--- src/rtl/turn_signal_pkg.sv ---
`default_nettype none
// ============================================================================
//  Module      : turn_signal_pkg
//  Description : Mode encoding and decode helper for the turn-signal input
//                conditioning stage.
//  Revision    : 1.0  initial release
// ============================================================================
package turn_signal_pkg;

    localparam logic [1:0] MODE_IDLE   = 2'b00;
    localparam logic [1:0] MODE_LEFT   = 2'b01;
    localparam logic [1:0] MODE_RIGHT  = 2'b10;
    localparam logic [1:0] MODE_HAZARD = 2'b11;

    typedef enum logic [1:0] {
        ST_IDLE   = MODE_IDLE,
        ST_LEFT   = MODE_LEFT,
        ST_RIGHT  = MODE_RIGHT,
        ST_HAZARD = MODE_HAZARD
    } mode_t;

    // Lamp request vector {left_req, right_req, hazard} for a given mode.
    function automatic logic [2:0] decode_mode(input mode_t mode);
        logic [2:0] req;
        req = 3'b000;
        case (mode)
            ST_LEFT:   req = 3'b100;
            ST_RIGHT:  req = 3'b010;
            ST_HAZARD: req = 3'b111;
            default:   req = 3'b000;
        endcase
        return req;
    endfunction

endpackage
`default_nettype wire

--- src/rtl/debouncer.sv ---
`default_nettype none
// ============================================================================
//  Module      : debouncer
//  Description : Two-flop synchroniser followed by a consecutive-sample
//                debounce counter for one bouncing switch.
//  Revision    : 1.0  initial release
// ============================================================================
module debouncer #(
    parameter int DB_CYCLES = 1_000_000
) (
    input  logic clk_sys,
    input  logic reset,
    input  logic raw,
    output logic stable
);

    localparam int                  c_cnt_w    = $clog2(DB_CYCLES) + 1;
    localparam logic [c_cnt_w-1:0]  c_cnt_last = c_cnt_w'(DB_CYCLES - 1);
    localparam logic [c_cnt_w-1:0]  c_cnt_one  = c_cnt_w'(1);

    logic               r_sync1;
    logic               r_sync2;
    logic               r_stable;
    logic [c_cnt_w-1:0] r_cnt;

    always_ff @(posedge clk_sys) begin
        if (reset) begin
            r_sync1  <= 1'b0;
            r_sync2  <= 1'b0;
            r_stable <= 1'b0;
            r_cnt    <= '0;
        end else begin
            r_sync1 <= raw;
            r_sync2 <= r_sync1;
            // Any sample matching the accepted level restarts the run.
            if (r_sync2 == r_stable) begin
                r_cnt <= '0;
            end else if (r_cnt == c_cnt_last) begin
                r_stable <= r_sync2;
                r_cnt    <= '0;
            end else begin
                r_cnt <= r_cnt + c_cnt_one;
            end
        end
    end

    assign stable = r_stable;

endmodule
`default_nettype wire

--- src/rtl/turn_signal_input.sv ---
`default_nettype none
// ============================================================================
//  Module      : turn_signal_input
//  Description : Debounces left/right switches, arbitrates them into a lamp
//                mode and paces the tail-light sequencer with a step tick.
//  Revision    : 1.0  initial release
// ============================================================================
module turn_signal_input
    import turn_signal_pkg::*;
#(
    parameter int DB_CYCLES   = 1_000_000,
    parameter int TICK_CYCLES = 25_000_000
) (
    input  logic clk_sys,
    input  logic reset,
    input  logic left_raw,
    input  logic right_raw,
    output logic left_req,
    output logic right_req,
    output logic hazard,
    output logic tick
);

    localparam int                   c_tick_w    = (TICK_CYCLES > 1) ? $clog2(TICK_CYCLES) : 1;
    localparam logic [c_tick_w-1:0]  c_tick_last = c_tick_w'(TICK_CYCLES - 1);
    localparam logic [c_tick_w-1:0]  c_tick_one  = c_tick_w'(1);

    logic w_left_stable;
    logic w_right_stable;

    debouncer #(
        .DB_CYCLES (DB_CYCLES)
    ) u_db_left (
        .clk_sys (clk_sys),
        .reset   (reset),
        .raw     (left_raw),
        .stable  (w_left_stable)
    );

    debouncer #(
        .DB_CYCLES (DB_CYCLES)
    ) u_db_right (
        .clk_sys (clk_sys),
        .reset   (reset),
        .raw     (right_raw),
        .stable  (w_right_stable)
    );

    // ------------------------------------------------------------------
    // Step tick: free-running 0..TICK_CYCLES-1, pulse follows the last count
    // ------------------------------------------------------------------
    logic [c_tick_w-1:0] r_tick_cnt;
    logic                r_tick;
    logic                w_eval;

    assign w_eval = (r_tick_cnt == c_tick_last);

    always_ff @(posedge clk_sys) begin
        if (reset) begin
            r_tick_cnt <= '0;
            r_tick     <= 1'b0;
        end else begin
            r_tick_cnt <= w_eval ? '0 : (r_tick_cnt + c_tick_one);
            r_tick     <= w_eval;
        end
    end

    // ------------------------------------------------------------------
    // Mode FSM, stepped only at the tick evaluation point
    // ------------------------------------------------------------------
    mode_t      r_mode;
    mode_t      w_mode_next;
    logic [2:0] r_req;

    always_ff @(posedge clk_sys) begin
        if (reset) begin
            r_mode <= ST_IDLE;
            r_req  <= 3'b000;
        end else begin
            r_mode <= w_mode_next;
            // Decoding the next mode lets the lamp requests rise with the tick.
            r_req  <= decode_mode(w_mode_next);
        end
    end

    always_comb begin
        w_mode_next = r_mode;
        if (w_eval) begin
            case ({w_left_stable, w_right_stable})
                2'b11:   w_mode_next = ST_HAZARD;
                // A direct reversal passes through one dark tick period.
                2'b10:   w_mode_next = (r_mode == ST_RIGHT) ? ST_IDLE : ST_LEFT;
                2'b01:   w_mode_next = (r_mode == ST_LEFT)  ? ST_IDLE : ST_RIGHT;
                default: w_mode_next = ST_IDLE;
            endcase
        end
    end

    assign left_req  = r_req[2];
    assign right_req = r_req[1];
    assign hazard    = r_req[0];
    assign tick      = r_tick;

endmodule
`default_nettype wire
--- config.mk ---
export PLATFORM = sky130hd
export DESIGN_NAME = turn_signal_input
export DESIGN_NICKNAME = d
export VERILOG_FILES = /design/src/rtl/turn_signal_pkg.sv /design/src/rtl/debouncer.sv /design/src/rtl/turn_signal_input.sv
export SDC_FILE = /design/constraint.sdc
export NUM_CORES = 1
export LEC_CHECK = 0
export BUFFER_PORTS_ARGS = -buffer_cell sky130_fd_sc_hd__buf_2
export CORE_UTILIZATION = 55
export CTS_CLUSTER_DIAMETER = 150
export DETAILED_ROUTE_END_ITERATION = 6
export PLACE_DENSITY = 0.79
export SYNTH_ARGS = -nofsm -noshare
export SYNTH_HDL_FRONTEND = slang
export SYNTH_SLANG_ARGS = --single-unit
export TNS_END_PERCENT = 30
--- constraint.sdc ---
create_clock -name clk_sys -period 2.1 [get_ports clk_sys]
set_clock_uncertainty 0.15 [all_clocks]
set_input_delay 0.105 -clock clk_sys [delete_from_list [all_inputs] [get_ports clk_sys]]
set_output_delay 0.105 -clock clk_sys [all_outputs]
set_load 0.02 [all_outputs]
==> Word level (Yosys, flattened, before mapping) <==
Cells that the tools add are included.
{ "totals": {"reg_bits": 79, "out_inout_bits": 4, "input_bits": 4, "wordCells": 40} }
{ "classes": {"reduce_logical": 5, "n_bitwise": 2, "n_addsub": 3, "eq_ne": 13, "n_mux": 5} }
{ "op_table": {"columns": ["op", "n"], "rows": [
  ["21-bit by 1-bit adder with 21-bit output, second input constant", 2],
  ["21-bit by 20-bit == test with 1-bit output, second input constant", 2],
  ["25-bit by 1-bit adder with 25-bit output, second input constant", 1],
  ["25-bit == test, second input constant", 1],
  ["2-bit == test, second input constant", 5],
  ["3-bit case mux with 3 select lines", 1],
  ["2-bit by 1-bit == test with 1-bit output, second input constant", 3],
  ["2-bit case mux with 3 select lines", 1],
  ["3-bit OR reduction", 2],
  ["2-bit two-way mux", 2],
  ["2-bit AND reduction", 2],
  ["1-bit == test", 2],
  ["1-bit inverter", 2],
  ["2-bit OR reduction", 1],
  ["1-bit two-way mux", 1]
]} }

==> Logic depth before layout (Yosys ltp) <==
Gate-level depths: netlist of the first run.
{ "logic_depth": {"depth_word": 6, "ltp_mapped": 7, "depth_no_buf": 5} }

==> Cells and area by module <==
A second synthesis of the first run with hierarchy kept.
{ "hier_totals": {"cells_unflattened": 393, "area_unflattened_um2": 3534.6} }
{ "by_module_without_submodules": {"columns": ["mod", "cells_each", "area_each_um2", "seq_area_each_um2", "n_inst"], "rows": [
  ["debouncer", 119, 1074.8, 480.5, 2],
  ["turn_signal_input", 155, 1385.1, 600.6, 1]
]} }

==> Worst setup path before layout of the first run <==
OpenSTA, ideal clock, no wires.
{ "synth_timing": {"path_kind": "register to register", "from": "register r_tick_cnt[15]", "to": "register r_tick_cnt[17]", "path_stages_with_launch": 6, "t_arrival_ns": 1.718, "path_slack_ns": 0.107, "path_buffers": 1, "period_less_slack_ns": 1.993, "required_time_ns": 1.825, "setup_ns": 0.125, "path_cell_list": "dfxtp_1 > or4b_2 > nor4_4 > a21o_2 > buf_4 > a21oi_1"} }
{ "synth_between": {"elab_chain_len": 2, "elab_cells_between_ends": 3, "cone_classes": "add/sub (1); eq/ne (1); reduce/logical (1)"} }
{ "synth_lines": {"columns": ["item", "line_no", "source"], "rows": [
  ["from (decl)", "turn_signal_input.sv:52", "logic [c_tick_w-1:0] r_tick_cnt;"],
  ["from (signal assigned)", "turn_signal_input.sv:63", "r_tick_cnt <= w_eval ? '0 : (r_tick_cnt + c_tick_one);"],
  ["parallel branches: the longest is 2 deep, another holds 25-bit by 1-bit adder with 25-bit output", null, null]
]} }
Several ways; the timed one is not identified.
A chain may end at the register's enable or synchronous reset.

==> Final worst setup path of the first run <==
{ "layout_timing": {"from": "register r_tick_cnt[12]", "to": "register r_tick_cnt[22]"} }
The elaborated chain is that of the path after synthesis.

==> flow_summary.toml, run 1 <==
[power]
p_per_area_mw_per_mm2 = 729.5
vdd_drop_max_mv = 0.4273
power_mw = 2.937
p_leak_nw = 1.356

[setup_path]
critPathCaptureType = "flop"
cp-start-kind = "flop"
cp_max_fo = 9
worstSetupPathType = "reg2reg"
cp.arrival_ps = 2110
worstPathRequired_ps = 2230

[global_routing]
track_usage_pct = 23.23
use_met1_pct = 28.82
grt_pass1_vias = 2655
grt.met2_usage_pct = 38.57
grt_use_met3_pct = 4.270
grt_max_degree = 25
grt_overflow = 0
busiest_layer = "met2"
antenna_found_initial = 0
grt_pass1_wl_mm = 11.86

[cells_and_area]
stdcell_count = 498
fillers = 471
antenna_cells = 0
drive_gt1_share_pct = 14.66
nNetsFinal = 426
syn_to_final_growth_pct = 16.76
final_util_pct = 67.21
final_area_sq_mm = 0.004026

[sta]
hold_viol_final = 0
fmax_ghz = 0.5051
worst_slew_pin_slew_ps = 474.1
holdWs_ps = 293.0
rsz0062_at_grt = "no"
fin_ws_ps = 120.0
slew_headroom_pct = 68.10
drv_slew = 0
tns_ps = 0
period_needed_ps = 1980
fin_crit_sh_pct = 94.28
setup_violations = 0

[floorplanning]
dieArea_sq_mm = 0.006590
coreArea_sq_mm = 0.005991
die_h_um = 81.18
ios = 8
fp-row-count = 28
initial_utilization_pct = 57.56
fp.dieW_um = 81.18

[clocking]
htreeDepth = 3
root_buffer = "clkbuf_8"
clk_pin_slew_ps = 70
cts_setup_buffers = 0
cts_made_buffers = 9
cts_sinks = 78
cts_buffer_depth = 2
clk-insertion-delay-late_ps = 340
tritoncts = "yes"

[synth]
ys_top_cells_by_area = "dfxtp_1, xor2_1, nor2_1"
syn_area_sq_mm = 0.003448
async_flop_share_pct = 0
yosysMostFrequentCell = "dfxtp_1"
syn_inst = 387
synth_compound_area_share_pct = 9.688
yosysTopAreaCell = "dfxtp_1"
yosysWarnings = 0
synthAdderAreaFrac_pct = 1.089
muxShareOfSynthArea_pct = 0
syn_area_per_cell_sq_um = 8.910
synth_xor_area_share_pct = 9.906
synth_ff_type = "dfxtp_1"
ys_ff_latch = 78
seq_area_frac_synth_pct = 45.28
synth_edf_count = 0
synth_simple_gate_area_share_pct = 31.02
synth.distinct_cells = 42
syn-num-nets = 394
synth_commonest_cells = "dfxtp_1, nor2_1, a21oi_1, xor2_1, nand2_1"
synth_top_family_by_area = "simple AND/OR/NAND/NOR gates"
synth_top_area_share_pct = 45.28

[drt]
first_iter_violations = 183
wirelength_mm = 6.862
routed_via_density = 5.831
drt_first_pass_iters = 4
drc = 0
num_vias = 2904
ant_nets = 0
wl_per_cell_um = 13.78

[placement]
portBuffers = 7
dp.cells = 479
pre_cts_ws_ps = 57.16
postPlaceCellArea_sq_mm = 0.003724
gp_congestion = 0.8347
dpl.hpwl_mm = 4.701

[flow_run]
cap_violations = 0

[min_path]
min_path_type = "reg2reg"

[run_status]
status = "finished clean"
repair_timing:
| item | 4_1_cts | 5_1_grt |
|---|---|---|
| endpoints found under the setup margin | 0 | 3 |
| hold buffers | 4 | 0 |
| gates resized for setup | 0 | 2 |
| hold endpoints to repair | 8 | 0 |
metal layers:
metal	up-vias	routed length [um]
li1	1452	-
met1	1387	3176
met4	0	111
met2	52	3371
met5	-	0
met3	13	203
where the power goes:
part | switching [mW] | internal [mW]
Clock | 0.508 | 0.881
Sequential | 0.00761 | 1.49
Combinational | 0.0292 | 0.0238
Total | 0.545 | 2.39
worst max-delay path, cell delays in order, from the launching register on:
cell     delay [ps]
dfxtp_1         440
nand4_2         140
or4_4           610
or4_4           440
a21oi_2         140
state kept, by name, indices dropped and copies added, names as in the netlist:
signal,count
r_req,2
u_db_right.r_sync2,1
u_db_left.r_sync1,1
r_mode,2
u_db_left.r_sync2,1
u_db_right.r_cnt,21
u_db_left.r_cnt,21
tick,1
u_db_left.stable,1
u_db_right.stable,1
u_db_right.r_sync1,1
r_tick_cnt,25
cell type report:
cell class | count | area [sq um] | share of cell area, %
clock inverters | 3 | 90.09 | 2.237
multi-input cells | 284 | 1790 | 44.47
flip-flops and latches | 78 | 1562 | 38.78
clock buffers | 12 | 165.2 | 4.102
well taps | 75 | 93.84 | 2.331
inverters | 10 | 37.54 | 0.9323
repair buffers | 36 | 287.8 | 7.147
cells by family after synthesis:
group,Yosys count
simple gates,183
flops,78
compound gates,59
xor+xnor,39
buf+inv,25
fa+ha+maj,3
worst paths after layout:
| path | from | endpoint | slack [ps] | depth (start not counted) |
|---|---|---|---|---|
| max | r_tick_cnt[12] | r_tick_cnt[22] | 120 | 4 |
| min | u_db_left.r_sync1 | u_db_left.r_sync2 | 290 | 1 |
| max reg2reg | r_tick_cnt[12] | r_tick_cnt[22] | 120 | 4 |
| min reg2reg | u_db_left.r_sync1 | u_db_left.r_sync2 | 290 | 1 |
cell usage in the layout (no fill, tap or decap), drive strengths merged:
| master | n |
|---|---|
| nor4b | 3 |
| nand4b | 1 |
| xor2 | 21 |
| dfxtp | 78 |
| a31oi | 2 |
| nor2 | 44 |
| bufinv | 3 |
| ha | 3 |
| dlygate4sd3 | 4 |
| or2 | 2 |
| nor3 | 5 |
| nand2 | 20 |
| nand3b | 2 |
| xnor2 | 18 |
| inv | 10 |
| clkbuf | 12 |
| and3 | 5 |
| or4b | 3 |
| nor4 | 7 |
| o21ai | 18 |
| a21oi | 27 |
| and4 | 8 |
| or4 | 10 |
| nand2b | 4 |
| and2 | 2 |
| nand3 | 19 |
| nor2b | 6 |
| or3 | 16 |
| nor3b | 4 |
| a21o | 2 |
| buf | 32 |
| a31o | 1 |
| o31ai | 9 |
| nand4 | 22 |
(Power assumes the default switching activity.)
==> run 2: changes to the inputs <==
--- a/config.mk
+++ b/config.mk
@@ -6,10 +6,10 @@
 export NUM_CORES = 1
 export LEC_CHECK = 0
 export BUFFER_PORTS_ARGS = -buffer_cell sky130_fd_sc_hd__buf_2
-export CORE_UTILIZATION = 55
+export CORE_UTILIZATION = 40
 export CTS_CLUSTER_DIAMETER = 150
 export DETAILED_ROUTE_END_ITERATION = 6
-export PLACE_DENSITY = 0.79
+export PLACE_DENSITY = 0.62
 export SYNTH_ARGS = -nofsm -noshare
 export SYNTH_HDL_FRONTEND = slang
 export SYNTH_SLANG_ARGS = --single-unit
==> run 2 against run 1 <==
  * Routed wire length down 5.3%
  * Combinational power is 2% higher
  * Critical endpoint is now u_db_right.r_cnt[17]
  * Register-to-register slack hardly changed
  * Critical path depth is the same
  * Critical path type unchanged
  * Fmax down 0.16%
==> flow_summary.toml, run 2 (synthesized netlist as in run 1, its figures left out) <==
[setup_path]
cp_max_fo = 7
cp.arrival_ps = 2100
critPathCaptureType = "flop"
cp-start-kind = "flop"
r2r_setup_slack_ps = 120
worstPathRequired_ps = 2220
worstSetupPathType = "reg2reg"

[global_routing]
grt_pass1_vias = 2601
grt_max_degree = 25
grt_pass1_wl_mm = 11.37
grt_overflow = 0
antenna_found_initial = 0
track_usage_pct = 16.15

[clocking]
root_buffer = "clkbuf_8"
cts_setup_buffers = 0
htreeDepth = 3
clk_pin_slew_ps = 80
cts_made_buffers = 9
cts_buffer_depth = 2
clk-insertion-delay-late_ps = 340
cts_sinks = 78
tritoncts = "yes"

[cells_and_area]
drive_gt1_share_pct = 14.45
seq_area_sq_mm = 0.001562
reg.largest.list = "r_tick_cnt (25), u_db_left.r_cnt (21), u_db_right.r_cnt (21)"
antenna_cells = 0
multiInputGateArea_sq_mm = 0.001797
syn_to_final_growth_pct = 15.93
nNetsFinal = 425
top_register = "r_tick_cnt"
fillers = 796
final_util_pct = 48.17
largest_reg_flops = 25
mostFrequentLayoutCells = "dfxtp_1, nor2_1, a21oi_1, xor2_1, buf_4"
final_common_cell = "dfxtp_1"

[drt]
first_iter_violations = 67
num_vias = 2845
routed_via_density = 5.398
wirelength_mm = 6.500
drt_first_pass_iters = 5
wl_per_cell_um = 12.33
ant_nets = 0
drc = 0

[power]
p_per_area_mw_per_mm2 = 658.2
pwr-share-clk_pct = 41.1
switchingPower_mw = 0.5791
power_mw = 2.631
swShare_pct = 22.01
vdd_drop_max_mv = 0.4070
pwr-share-seq_pct = 56.8
power.internal_mw = 2.052
pwr-share-comb_pct = 2.1
p_leak_nw = 1.314

[floorplanning]
die_h_um = 94.85
fp.dieW_um = 94.85
initial_utilization_pct = 41.55
dieArea_sq_mm = 0.008997
ios = 8
coreArea_sq_mm = 0.008299
fp-row-count = 33

[sta]
slew_headroom_pct = 73.45
period_needed_ps = 1983
drv_slew = 0
worst_slew_pin_slew_ps = 394.5
fin_crit_sh_pct = 94.43
hold_viol_final = 0
setup_violations = 0
holdWs_ps = 295.5
fmax_ghz = 0.5043
fin_ws_ps = 116.9
tns_ps = 0
rsz0062_at_grt = "no"

[run_status]
status = "finished clean"

[placement]
portBuffers = 7
gp_congestion = 0.9017
pre_cts_ws_ps = 106.3
dpl.hpwl_mm = 4.527

[min_path]
min_path_type = "reg2reg"

[flow_run]
cap_violations = 0
[run 2: cell count changes in the layout (fill, tap and decap cells not counted), sizes merged]
cell | before | now
dlygate4sd3 | 4 | 5
clkbuf | 12 | 9
clkinvlp | 0 | 2
bufinv | 3 | 1
buf | 32 | 30
clkinv | 0 | 3
[run 2: what timing repair did]
| action | in CTS | in global routing |
|---|---|---|
| hold buffers | 5 | 0 |
| gates resized for setup | 0 | 3 |
| endpoints found under the hold margin | 8 | 0 |
| endpoints found under the setup margin | 0 | 3 |
[run 2: per-stage QoR]
| step | instance area (sq um) | std cells |
|---|---|---|
| 2_1_floorplan | 3448 | 387 |
| 3_3_place_gp | 3746 | 507 |
| 3_5_place_dp | 3746 | 507 |
| 4_1_cts | 3984 | 527 |
| 5_1_grt | 3998 | 527 |
| 6_report | 3998 | 527 |
[run 2: power groups by stage]
stage          clock [mW]  sequential [mW]  combinational (mW)
6_report             1.08             1.49              0.0540
5_1_grt              1.19             1.50              0.0612
4_1_cts              1.12             1.49              0.0545
3_5_place_dp            0             1.53              0.0474
3_3_place_gp            0             1.53              0.0467
2_1_floorplan           0             1.53              0.0300
[run 2: layout make-up]
type	instances	area share [%]
multi-input cells	284	44.95
flip-flops and latches	78	39.06
repair buffers	35	7.074
well taps	105	3.286
clock buffers	9	3.099
clock inverters	6	1.596
inverters	10	0.9390
[run 2: path summary, 6_finish.rpt]
check             cells past startpoint                start              endpoint
setup / recovery                      4  u_db_right.r_cnt[7]  u_db_right.r_cnt[17]
hold / removal                        1    u_db_left.r_sync1     u_db_left.r_sync2
hold reg to reg                       1    u_db_left.r_sync1     u_db_left.r_sync2
setup reg to reg                      4  u_db_right.r_cnt[7]  u_db_right.r_cnt[17]
[run 2: routing by layer]
layer | global-route usage (%) | vias to the layer above | share of wire (%)
met5 | 0 | - | 0
met4 | 9.091 | 0 | 1.8
met3 | 3.140 | 10 | 3.5
met2 | 25.48 | 48 | 44
met1 | 20.51 | 1332 | 50
li1 | - | 1455 | -
[run 2: worst max-delay path, stage by stage (launching register included)]
cell and delay [ps]:
dfxtp_1 420, nand4_1 170, or4b_1 620, or3_1 380, a21oi_1 160
